`config.mk`:
```
export PLATFORM = sky130hd
export DESIGN_NAME = axis_phat_div_feed_flat
export DESIGN_NICKNAME = d
export VERILOG_FILES = /design/src/rtl/axis_phat_div_feed_if.sv /design/src/rtl/axis_phat_div_feed.sv /design/src/flat_wrapper.sv
export SDC_FILE = /design/constraint.sdc
export NUM_CORES = 1
export LEC_CHECK = 0
export ABC_AREA = 1
export BUFFER_PORTS_ARGS = -buffer_cell sky130_fd_sc_hd__clkbuf_2
export CAP_MARGIN = 30
export CORE_UTILIZATION = 30
export CTS_BUF_LIST = sky130_fd_sc_hd__clkbuf_4 sky130_fd_sc_hd__clkbuf_8
export CTS_CLUSTER_DIAMETER = 120
export CTS_CLUSTER_SIZE = 8
export DETAILED_ROUTE_END_ITERATION = 8
export SLEW_MARGIN = 0
export SYNTH_ARGS = -nofsm -noshare
export SYNTH_HDL_FRONTEND = slang
export SYNTH_SLANG_ARGS = --single-unit
```
`constraint.sdc`:
```
create_clock -name axis_aclk -period 4 [get_ports axis_aclk]
set_input_delay 0.6 -clock axis_aclk [delete_from_list [all_inputs] [get_ports axis_aclk]]
set_output_delay 0.6 -clock axis_aclk [all_outputs]
set_load 0.1 [all_outputs]
```
`src/rtl/axis_phat_div_feed_if.sv`:
```
// AXI4-Stream link used by the PHAT divider feeder: one 64-bit beat per
// handshake. The master drives data/valid; the slave drives ready.
interface axis_phat_div_feed_if;
  logic [63:0] tdata;
  logic        tvalid;
  logic        tready;

  modport master (output tdata, output tvalid, input tready);
  modport slave  (input tdata, input tvalid, output tready);
endinterface

```
`src/rtl/axis_phat_div_feed.sv`:
```
// PHAT-weighting divider feeder. Takes one complex cross-spectrum bin per
// beat, estimates |X| with alpha-max-beta-min (beta = 3/8) and broadcasts
// {|X|, re} and {|X|, im} to the two divider channels. A two-stage pipeline
// (S1: operands + absolute values, S2: output register) lets the two
// channels complete independently while each bin is emitted exactly once
// per channel.
module axis_phat_div_feed (
  input  logic                        axis_aclk,
  input  logic                        axis_aresetn,
  axis_phat_div_feed_if.slave         s_axis,
  axis_phat_div_feed_if.master        m00_axis,
  axis_phat_div_feed_if.master        m01_axis
);

  localparam logic [31:0] MAG_MAX = 32'h7FFF_FFFF;
  localparam logic [31:0] INT_MIN = 32'h8000_0000;

  // ---------------------------------------------------------------------
  // Input component split and absolute value (lane 0 = re, lane 1 = im).
  // The most negative value has no positive twin, so it saturates.
  // ---------------------------------------------------------------------
  logic [31:0] in_comp [2];
  logic [31:0] in_abs  [2];

  assign in_comp[0] = s_axis.tdata[31:0];
  assign in_comp[1] = s_axis.tdata[63:32];

  genvar gi;
  generate
    for (gi = 0; gi < 2; gi++) begin : g_abs
      assign in_abs[gi] = (in_comp[gi] == INT_MIN) ? MAG_MAX :
                          (in_comp[gi][31] ? (~in_comp[gi] + 32'd1) : in_comp[gi]);
    end
  endgenerate

  // ---------------------------------------------------------------------
  // Pipeline state
  // ---------------------------------------------------------------------
  logic        s1_full_reg, s1_full_next;
  logic [31:0] s1_re_reg, s1_im_reg;
  logic [31:0] s1_ar_reg, s1_ai_reg;

  logic        s2_full_reg, s2_full_next;
  logic        d0_reg, d0_next;
  logic        d1_reg, d1_next;
  logic [31:0] s2_div_reg, s2_re_reg, s2_im_reg;

  // Handshake and transfer strobes
  logic s_hs;
  logic m0_hs;
  logic m1_hs;
  logic s2_drain;
  logic s2_load;

  // Magnitude estimate from S1
  logic [31:0] mx;
  logic [31:0] mn;
  logic [32:0] mag33;
  logic [31:0] div_val;

  // ---------------------------------------------------------------------
  // Output handshakes. A channel stops presenting once it has taken the
  // current S2 beat; S2 drains only when both channels have taken it.
  // ---------------------------------------------------------------------
  assign m00_axis.tvalid = s2_full_reg & ~d0_reg;
  assign m01_axis.tvalid = s2_full_reg & ~d1_reg;
  assign m00_axis.tdata  = {s2_div_reg, s2_re_reg};
  assign m01_axis.tdata  = {s2_div_reg, s2_im_reg};

  assign m0_hs    = m00_axis.tvalid & m00_axis.tready;
  assign m1_hs    = m01_axis.tvalid & m01_axis.tready;
  assign s2_drain = s2_full_reg & (d0_reg | m0_hs) & (d1_reg | m1_hs);
  assign s2_load  = s1_full_reg & (~s2_full_reg | s2_drain);

  assign s_axis.tready = ~s1_full_reg | s2_load;
  assign s_hs          = s_axis.tvalid & s_axis.tready;

  // Alpha-max-beta-min magnitude, clamped into a positive non-zero divisor
  always_comb begin
    mx      = s1_ar_reg;
    mn      = s1_ai_reg;
    if (s1_ai_reg > s1_ar_reg) begin
      mx = s1_ai_reg;
      mn = s1_ar_reg;
    end
    mag33   = {1'b0, mx} + {3'b000, mn[31:2]} + {4'b0000, mn[31:3]};
    div_val = mag33[31:0];
    if (mag33 > {1'b0, MAG_MAX}) begin
      div_val = MAG_MAX;
    end else if (mag33 == 33'd0) begin
      div_val = 32'd1;
    end
  end

  // Next-state for occupancy and per-channel done flags
  always_comb begin
    s1_full_next = s1_full_reg;
    if (s_hs) begin
      s1_full_next = 1'b1;
    end else if (s2_load) begin
      s1_full_next = 1'b0;
    end

    s2_full_next = s2_full_reg;
    if (s2_load) begin
      s2_full_next = 1'b1;
    end else if (s2_drain) begin
      s2_full_next = 1'b0;
    end

    d0_next = d0_reg;
    d1_next = d1_reg;
    if (s2_load || s2_drain) begin
      d0_next = 1'b0;
      d1_next = 1'b0;
    end else begin
      if (m0_hs) d0_next = 1'b1;
      if (m1_hs) d1_next = 1'b1;
    end
  end

  // S1 register: captures the bin and its absolute values on input handshake
  always_ff @(posedge axis_aclk or negedge axis_aresetn) begin
    if (!axis_aresetn) begin
      s1_full_reg <= 1'b0;
      s1_re_reg   <= 32'd0;
      s1_im_reg   <= 32'd0;
      s1_ar_reg   <= 32'd0;
      s1_ai_reg   <= 32'd0;
    end else begin
      s1_full_reg <= s1_full_next;
      if (s_hs) begin
        s1_re_reg <= in_comp[0];
        s1_im_reg <= in_comp[1];
        s1_ar_reg <= in_abs[0];
        s1_ai_reg <= in_abs[1];
      end
    end
  end

  // S2 register: output beat held until both channels have consumed it
  always_ff @(posedge axis_aclk or negedge axis_aresetn) begin
    if (!axis_aresetn) begin
      s2_full_reg <= 1'b0;
      d0_reg      <= 1'b0;
      d1_reg      <= 1'b0;
      s2_div_reg  <= 32'd0;
      s2_re_reg   <= 32'd0;
      s2_im_reg   <= 32'd0;
    end else begin
      s2_full_reg <= s2_full_next;
      d0_reg      <= d0_next;
      d1_reg      <= d1_next;
      if (s2_load) begin
        s2_div_reg <= div_val;
        s2_re_reg  <= s1_re_reg;
        s2_im_reg  <= s1_im_reg;
      end
    end
  end

endmodule

```
`src/flat_wrapper.sv`:
```
// flat-port wrapper written by rule: the top's interface ports become plain ports
module axis_phat_div_feed_flat 
  (axis_aclk, axis_aresetn, s_axis_tdata, s_axis_tvalid, s_axis_tready, m00_axis_tdata, m00_axis_tvalid, m00_axis_tready, m01_axis_tdata, m01_axis_tvalid, m01_axis_tready);
  axis_phat_div_feed_if s_axis_i ();
  axis_phat_div_feed_if m00_axis_i ();
  axis_phat_div_feed_if m01_axis_i ();
  input  logic axis_aclk;
  input  logic axis_aresetn;
  input wire logic [$bits(s_axis_i.tdata)-1:0] s_axis_tdata;
  input wire logic [$bits(s_axis_i.tvalid)-1:0] s_axis_tvalid;
  output wire logic [$bits(s_axis_i.tready)-1:0] s_axis_tready;
  output wire logic [$bits(m00_axis_i.tdata)-1:0] m00_axis_tdata;
  output wire logic [$bits(m00_axis_i.tvalid)-1:0] m00_axis_tvalid;
  input wire logic [$bits(m00_axis_i.tready)-1:0] m00_axis_tready;
  output wire logic [$bits(m01_axis_i.tdata)-1:0] m01_axis_tdata;
  output wire logic [$bits(m01_axis_i.tvalid)-1:0] m01_axis_tvalid;
  input wire logic [$bits(m01_axis_i.tready)-1:0] m01_axis_tready;
  assign s_axis_i.tdata = s_axis_tdata;
  assign s_axis_i.tvalid = s_axis_tvalid;
  assign s_axis_tready = s_axis_i.tready;
  assign m00_axis_tdata = m00_axis_i.tdata;
  assign m00_axis_tvalid = m00_axis_i.tvalid;
  assign m00_axis_i.tready = m00_axis_tready;
  assign m01_axis_tdata = m01_axis_i.tdata;
  assign m01_axis_tvalid = m01_axis_i.tvalid;
  assign m01_axis_i.tready = m01_axis_tready;
  axis_phat_div_feed u_core (.axis_aclk(axis_aclk), .axis_aresetn(axis_aresetn), .s_axis(s_axis_i), .m00_axis(m00_axis_i), .m01_axis(m01_axis_i));
endmodule
```
# Word level (Yosys, flattened, before mapping)
# Index checks and enable logic that the tools add are counted.
# totals
romBits,0
ram_bits,0
ff_bits,228
latchBits,0
memories,0
output_inout_bits,131
# op_classes
n_lt_le_gt_ge,2
n_eq_ne,2
n_bitwise,18
muxes,16
n_mul,0
shift,0
n_reduce_logical,6
n_div,0
addsub,4
# op_table
operator,n
$mux 32,8
$add 32x1->32 const B,2
$eq 32x32->1 const B,2
$not 32->32,2
$add 32x30->33,1
$add 33x29->33,1
$gt 33x31->1 const B,1
$logic_not 33->1,1
$gt 32x32->1,1
$and 1x1->1,8
$mux 1,8
$reduce_bool 2->1,4
$not 1->1,4
$or 1x1->1,4
$logic_or 1x1->1,1

# Depth between registers and ports, before layout
# logic_depth
word_depth,11
mapped_depth,35
mapped_depth_nobuf,34

# Least setup slack after synthesis
# OpenSTA, ideal clock, no wires.
# synth_timing
kind,reg2reg
from,register u_core.s1_ai_reg[31]
to,register u_core.s2_div_reg[21]
setup_ns,0.125
required_ns,3.875
path_slack_ns,-0.399
period_less_slack_ns,4.399
n_path_buf,4
arrival_ns,4.274
path_stages_with_launch,30
cell_sequence,dfrtp_1 ha_1 nand2_1 nor2_1 nand2_1 nor3_1 nand2_1 nand3_2 nand2_4 buf_6 buf_2 buf_2 nand2_1 o21ai_0 fa_1 inv_1 ha_1 a21oi_1 o21ai_0 a21oi_1 o21ai_0 a21oi_1 inv_1 nand3_1 nand2_1 inv_2 nand3_4 inv_4 buf_6 a21oi_2
# synth_via
elab_chain_cells,7
# synth_rtl
item,line_no,text
start: declaration,axis_phat_div_feed.sv:41,"logic [31:0] s1_ar_reg, s1_ai_reg;"
start signal: assignment,axis_phat_div_feed.sv:136,s1_ai_reg <= in_abs[1];
$gt 32x32->1,axis_phat_div_feed.sv:82,if (s1_ai_reg > s1_ar_reg) begin
$mux 32,axis_phat_div_feed.sv:82,
$add 32x30->33,axis_phat_div_feed.sv:86,"mag33 = {1'b0, mx} + {3'b000, mn[31:2]} + {4'b0000, mn[31:3]};"
$add 33x29->33 (*),axis_phat_div_feed.sv:86,
"parallel branches: the longest is 2 deep, another holds $gt 33x31->1",--,
$mux 32 (*),axis_phat_div_feed.sv:88,"if (mag33 > {1'b0, MAG_MAX}) begin"
end signal: assignment,axis_phat_div_feed.sv:155,s2_div_reg <= div_val;
end: declaration,axis_phat_div_feed.sv:46,"logic [31:0] s2_div_reg, s2_re_reg, s2_im_reg;"
# Mark *: on every way between the ends.
# A chain may end at the register's enable or synchronous reset.

# Final worst setup path
# layout_timing
from,register u_core.s1_ar_reg[15]
to,register u_core.s2_div_reg[0]
# layout_via
elab_chain_cells,7
# layout_rtl
item,line_no,text
start: declaration,axis_phat_div_feed.sv:41,
start signal: assignment,axis_phat_div_feed.sv:135,s1_ar_reg <= in_abs[0];
$gt 32x32->1,axis_phat_div_feed.sv:82,
$mux 32,axis_phat_div_feed.sv:82,
$add 32x30->33,axis_phat_div_feed.sv:86,
$add 33x29->33 (*),axis_phat_div_feed.sv:86,
"parallel branches: the longest is 2 deep, another holds $gt 33x31->1",--,
$mux 32 (*),axis_phat_div_feed.sv:88,
# Marked as above.

==> run summary <==
The flow ran to the end, but the final reports show violations. The final reports fail on negative setup slack. Using the TritonRoute via totals, the vias-per-cell ratio works out to 4.761. Setup violations remaining at the end of the flow were counted as 31. The highest net fanout along the worst path is 8, and the number of flops mapped to enable cells by yosys is 0. The number of maximum-capacitance constraint violations is 0, and the number of I/O port buffers is 199. In the synthesized netlist the dominant register cell turns out to be sky130_fd_sc_hd__dfrtp_1. The final antenna-violating net count was 0.

The later pin in the worst-skew pair is clocked with a latency of 0.57 ns. The min-delay analysis places its worst path in the category in -> async. Measured along the x axis, the die boundary spans 223.2 µm. Count of synthesis-stage warnings from yosys: 0. For the pin with the worst max-slew slack, the measured transition is 0.9176 ns. For the portion of the post-synthesis area used by sequential elements, the log shows 0.3887.

The average cell area after synthesis is 7.644 µm². The worst setup path is of the reg -> reg kind. The synthesis-stage register bit count came out at 228. Row generation in the floorplan step produced 80 rows.

The capture instance of the worst register-to-register path was u_core.s2_div_reg[0]$_DFFE_PN0P_. STA classifies the critical path startpoint as a flop. The number of cells on the worst reg-to-reg path is 34.

The H-tree generated during clock tree synthesis spans 2 levels. Arrival time reported for the critical path endpoint: 5.22 ns. The required time of the worst setup path is 4.48 ns. Detailed placement ended at an HPWL of 37540 µm. The run gives -0.7452 ns as the final critical-path setup slack. Among all stages on the critical path, the largest delay is contributed by sky130_fd_sc_hd__dfrtp_1.

The buffer depth of the longest clock path is 3, and the share of synthesized flip-flops with an asynchronous set or reset is 1.000. The y dimension of the die is 223.2 µm, and the initial antenna violation count is 0. The count of vias placed by the detailed router was 14145; the DRC marker count from the first detailed-route iteration was 712.

The TritonCTS buffer count came out at 34. The effective utilization at floorplan is 0.3055. For the area of the die, the log shows 49810 µm². The number of slew-limit violations in the final report is 0, and the post-synthesis to final-layout area growth is 35.40%.

The tools report the synthesized net count as 2084. After global routing the overflow that remains totals 0. In this run the clock root is driven by a sky130_fd_sc_hd__clkbuf_8.

For the maximum number of pins on one net before global-route repair, the log shows 116. The worst setup path is captured at a flop. The relative slew slack is 0.3883, and the post-CTS clock slew at the launch and capture registers of the worst setup and hold paths is 0.07 ns.

The number of clock sinks seen by CTS is 228. The number of antenna cells inserted is 0, and the mean routed wirelength per cell is 16.08 µm. Timing would allow up to 0.2107 GHz.

After layout, the minimum clock period comes to 4.745 ns. The post-synthesis cell count was 1920. The delay of the slowest cell on the worst path works out to 0.40 ns.

The region available for standard cell placement spans 48050 µm². The post-synthesis instance area is 14680 µm², and the first-pass GRT wire length is 76310 µm. Adding up every negative setup slack in the final design gives -21.27 ns.

For the final database, setup skew stands at 0.03645 ns. The number of hold buffers added after CTS was 0. The number of global-route vias before repair was 14494; the period utilization was 1.186. The tools report the remaining design rule violation count as 0. TritonCTS built the clock tree.

The final net count was 2517. The first detailed-routing pass took 5 iterations. After detailed routing, the total wire length is 47760 µm.

The count of distinct cell types in the synthesized netlist is 49. Setup repair after global routing could not meet its margin everywhere. The tools report the worst setup slack for register-to-register paths as -0.75 ns. Launch instance of the worst register-to-register path: u_core.s1_ar_reg[15]$_DFFE_PN0P_.

The final estimated routing congestion in global placement came out at 0.8899. The number of endpoints with negative hold slack in the final report is 0, and the ratio of cells with drive above 1 in the final layout is 0.3251. The overall global routing resource usage is 0.1934, and the number of filler cells placed in the layout is 4923. Number of top-level pins: 200.
worst max-delay path: cells and delay by family (launching register included):
kind	cells	cell delay (ns)
AOI/OAI and AO/OA	2	0.29
xor gates and xnor gates	1	0.10
adders and majority gates	3	0.96
buffers and inverters	8	0.89
DFF	1	0.40
and+or+nand+nor	20	1.97
how the worst max path moves through the flow:
stage	from	to	slack, ns	cells after the start
final	u_core.s1_ar_reg[15]$_DFFE_PN0P_	u_core.s2_div_reg[0]$_DFFE_PN0P_	-0.75	34
after global routing	u_core.s1_ar_reg[15]$_DFFE_PN0P_	u_core.s2_div_reg[0]$_DFFE_PN0P_	-1.06	33
after CTS	u_core.s1_ar_reg[15]$_DFFE_PN0P_	u_core.s2_div_reg[0]$_DFFE_PN0P_	-0.70	32
after detailed placement	u_core.s1_ar_reg[15]$_DFFE_PN0P_	u_core.s2_div_reg[0]$_DFFE_PN0P_	-0.91	31
after global placement	u_core.s1_ar_reg[15]$_DFFE_PN0P_	u_core.s2_div_reg[0]$_DFFE_PN0P_	-0.85	26
after floorplan	u_core.s1_ai_reg[13]$_DFFE_PN0P_	u_core.s2_div_reg[21]$_DFFE_PN0P_	-0.12	33
through the flow:
| step | hold slack (ns) | area [µm²] | utilization | instances | setup WS [ns] |
|---|---|---|---|---|---|
| after floorplan | 0.3044 | 15060 | - | 1920 | -0.1155 |
| after global placement | 0.4544 | 18270 | 0.3802 | 2900 | -0.8524 |
| after detailed placement | 0.4583 | 18270 | 0.3802 | 2900 | -0.9072 |
| after CTS | 0.1508 | 19250 | 0.4006 | 2955 | -0.6959 |
| after global routing | 0.1694 | 19870 | 0.4136 | 2971 | -1.063 |
| final | 0.09830 | 19870 | 0.4136 | 2971 | -0.7452 |
kinds of logic (layout without fill, tap and decap cells):
group	after synthesis	in the layout	share of synthesized area
simple gates	806	806	0.2285
compound gates	370	370	0.1499
buf+inv	350	786	0.1024
flops	228	228	0.3887
fa+ha+maj	95	95	0.08815
xor+xnor	71	71	0.04237
final cells by class:
cell class / instances / area [µm²] / area share
Timing Repair inverter: 3 / 33.78 / 0.001700
Clock inverter: 4 / 40.04 / 0.002015
Clock buffer: 35 / 475.5 / 0.02393
Multi-Input combinational cell: 1342 / 8528 / 0.4292
Sequential cell: 228 / 5705 / 0.2871
Inverter: 254 / 968.4 / 0.04873
Tap cell: 615 / 769.5 / 0.03872
Timing Repair Buffer: 490 / 3351 / 0.1686
cell usage in the layout (no fill, tap or decap), types with 6 or more instances in the layout:
cell                        count
sky130_fd_sc_hd__nand4_1       19
sky130_fd_sc_hd__ha_1          52
sky130_fd_sc_hd__clkbuf_8      34
sky130_fd_sc_hd__buf_6          8
sky130_fd_sc_hd__clkbuf_2     198
sky130_fd_sc_hd__nor2_2        17
sky130_fd_sc_hd__xor2_1        51
sky130_fd_sc_hd__nand3_1       50
sky130_fd_sc_hd__a21oi_1       64
sky130_fd_sc_hd__nand2_1      479
sky130_fd_sc_hd__nand2_2       39
sky130_fd_sc_hd__o21ai_4        9
sky130_fd_sc_hd__a31oi_1       10
sky130_fd_sc_hd__o22a_1        10
sky130_fd_sc_hd__inv_2         16
sky130_fd_sc_hd__nor3_4         7
sky130_fd_sc_hd__a21o_1        20
sky130_fd_sc_hd__fa_1          12
sky130_fd_sc_hd__nor3_1        12
sky130_fd_sc_hd__dfrtp_1      228
sky130_fd_sc_hd__nand2_4       10
sky130_fd_sc_hd__ha_4          26
sky130_fd_sc_hd__a2bb2oi_1      6
sky130_fd_sc_hd__o21ai_0      125
sky130_fd_sc_hd__nor2_4         8
sky130_fd_sc_hd__xnor2_1       14
sky130_fd_sc_hd__o21a_1         6
sky130_fd_sc_hd__nor2_1       133
sky130_fd_sc_hd__a22oi_1       24
sky130_fd_sc_hd__a21oi_2       33
sky130_fd_sc_hd__o21ai_1       15
sky130_fd_sc_hd__o21ai_2       22
sky130_fd_sc_hd__a32oi_1        6
sky130_fd_sc_hd__buf_4        274
sky130_fd_sc_hd__nand3_2       14
sky130_fd_sc_hd__inv_1        235
cell usage after synthesis, types with 14 or more instances:
cell / count / area, µm²
sky130_fd_sc_hd__a21o_1: 20 / 150.1
sky130_fd_sc_hd__a21oi_1: 88 / 440.4
sky130_fd_sc_hd__a21oi_2: 14 / 122.6
sky130_fd_sc_hd__a22oi_1: 24 / 180.2
sky130_fd_sc_hd__buf_4: 34 / 255.2
sky130_fd_sc_hd__clkbuf_1: 35 / 131.4
sky130_fd_sc_hd__dfrtp_1: 228 / 5705
sky130_fd_sc_hd__fa_1: 14 / 280.3
sky130_fd_sc_hd__ha_1: 81 / 1013
sky130_fd_sc_hd__inv_1: 244 / 915.9
sky130_fd_sc_hd__nand2_1: 519 / 1948
sky130_fd_sc_hd__nand3_1: 64 / 320.3
sky130_fd_sc_hd__nand4_1: 19 / 118.9
sky130_fd_sc_hd__nor2_1: 154 / 578.1
sky130_fd_sc_hd__nor3_1: 15 / 75.07
sky130_fd_sc_hd__o21ai_0: 151 / 755.7
sky130_fd_sc_hd__o21ai_1: 14 / 70.07
sky130_fd_sc_hd__xnor2_1: 19 / 166.4
sky130_fd_sc_hd__xor2_1: 52 / 455.4
routing by layer:
metal	vias to the layer above	routed length (µm)	share of wire	global-route usage
met4	0	1391	0.029	0.06140
met2	307	23420	0.49	0.3400
met3	82	2133	0.045	0.02832
met1	6745	20820	0.44	0.2427
li1	7011	-	-	-
met5	-	0	0	0
timing repair:
item                       CTS  global route
pin swaps                    5            48
gates resized for setup     62           111
setup endpoints to repair   31            31
setup buffers               13            13
gates cloned                 3             3
Power is left out: the tool's default activity adds up to more than one toggle a clock period on the data nets, which glitch-free logic cannot reach.
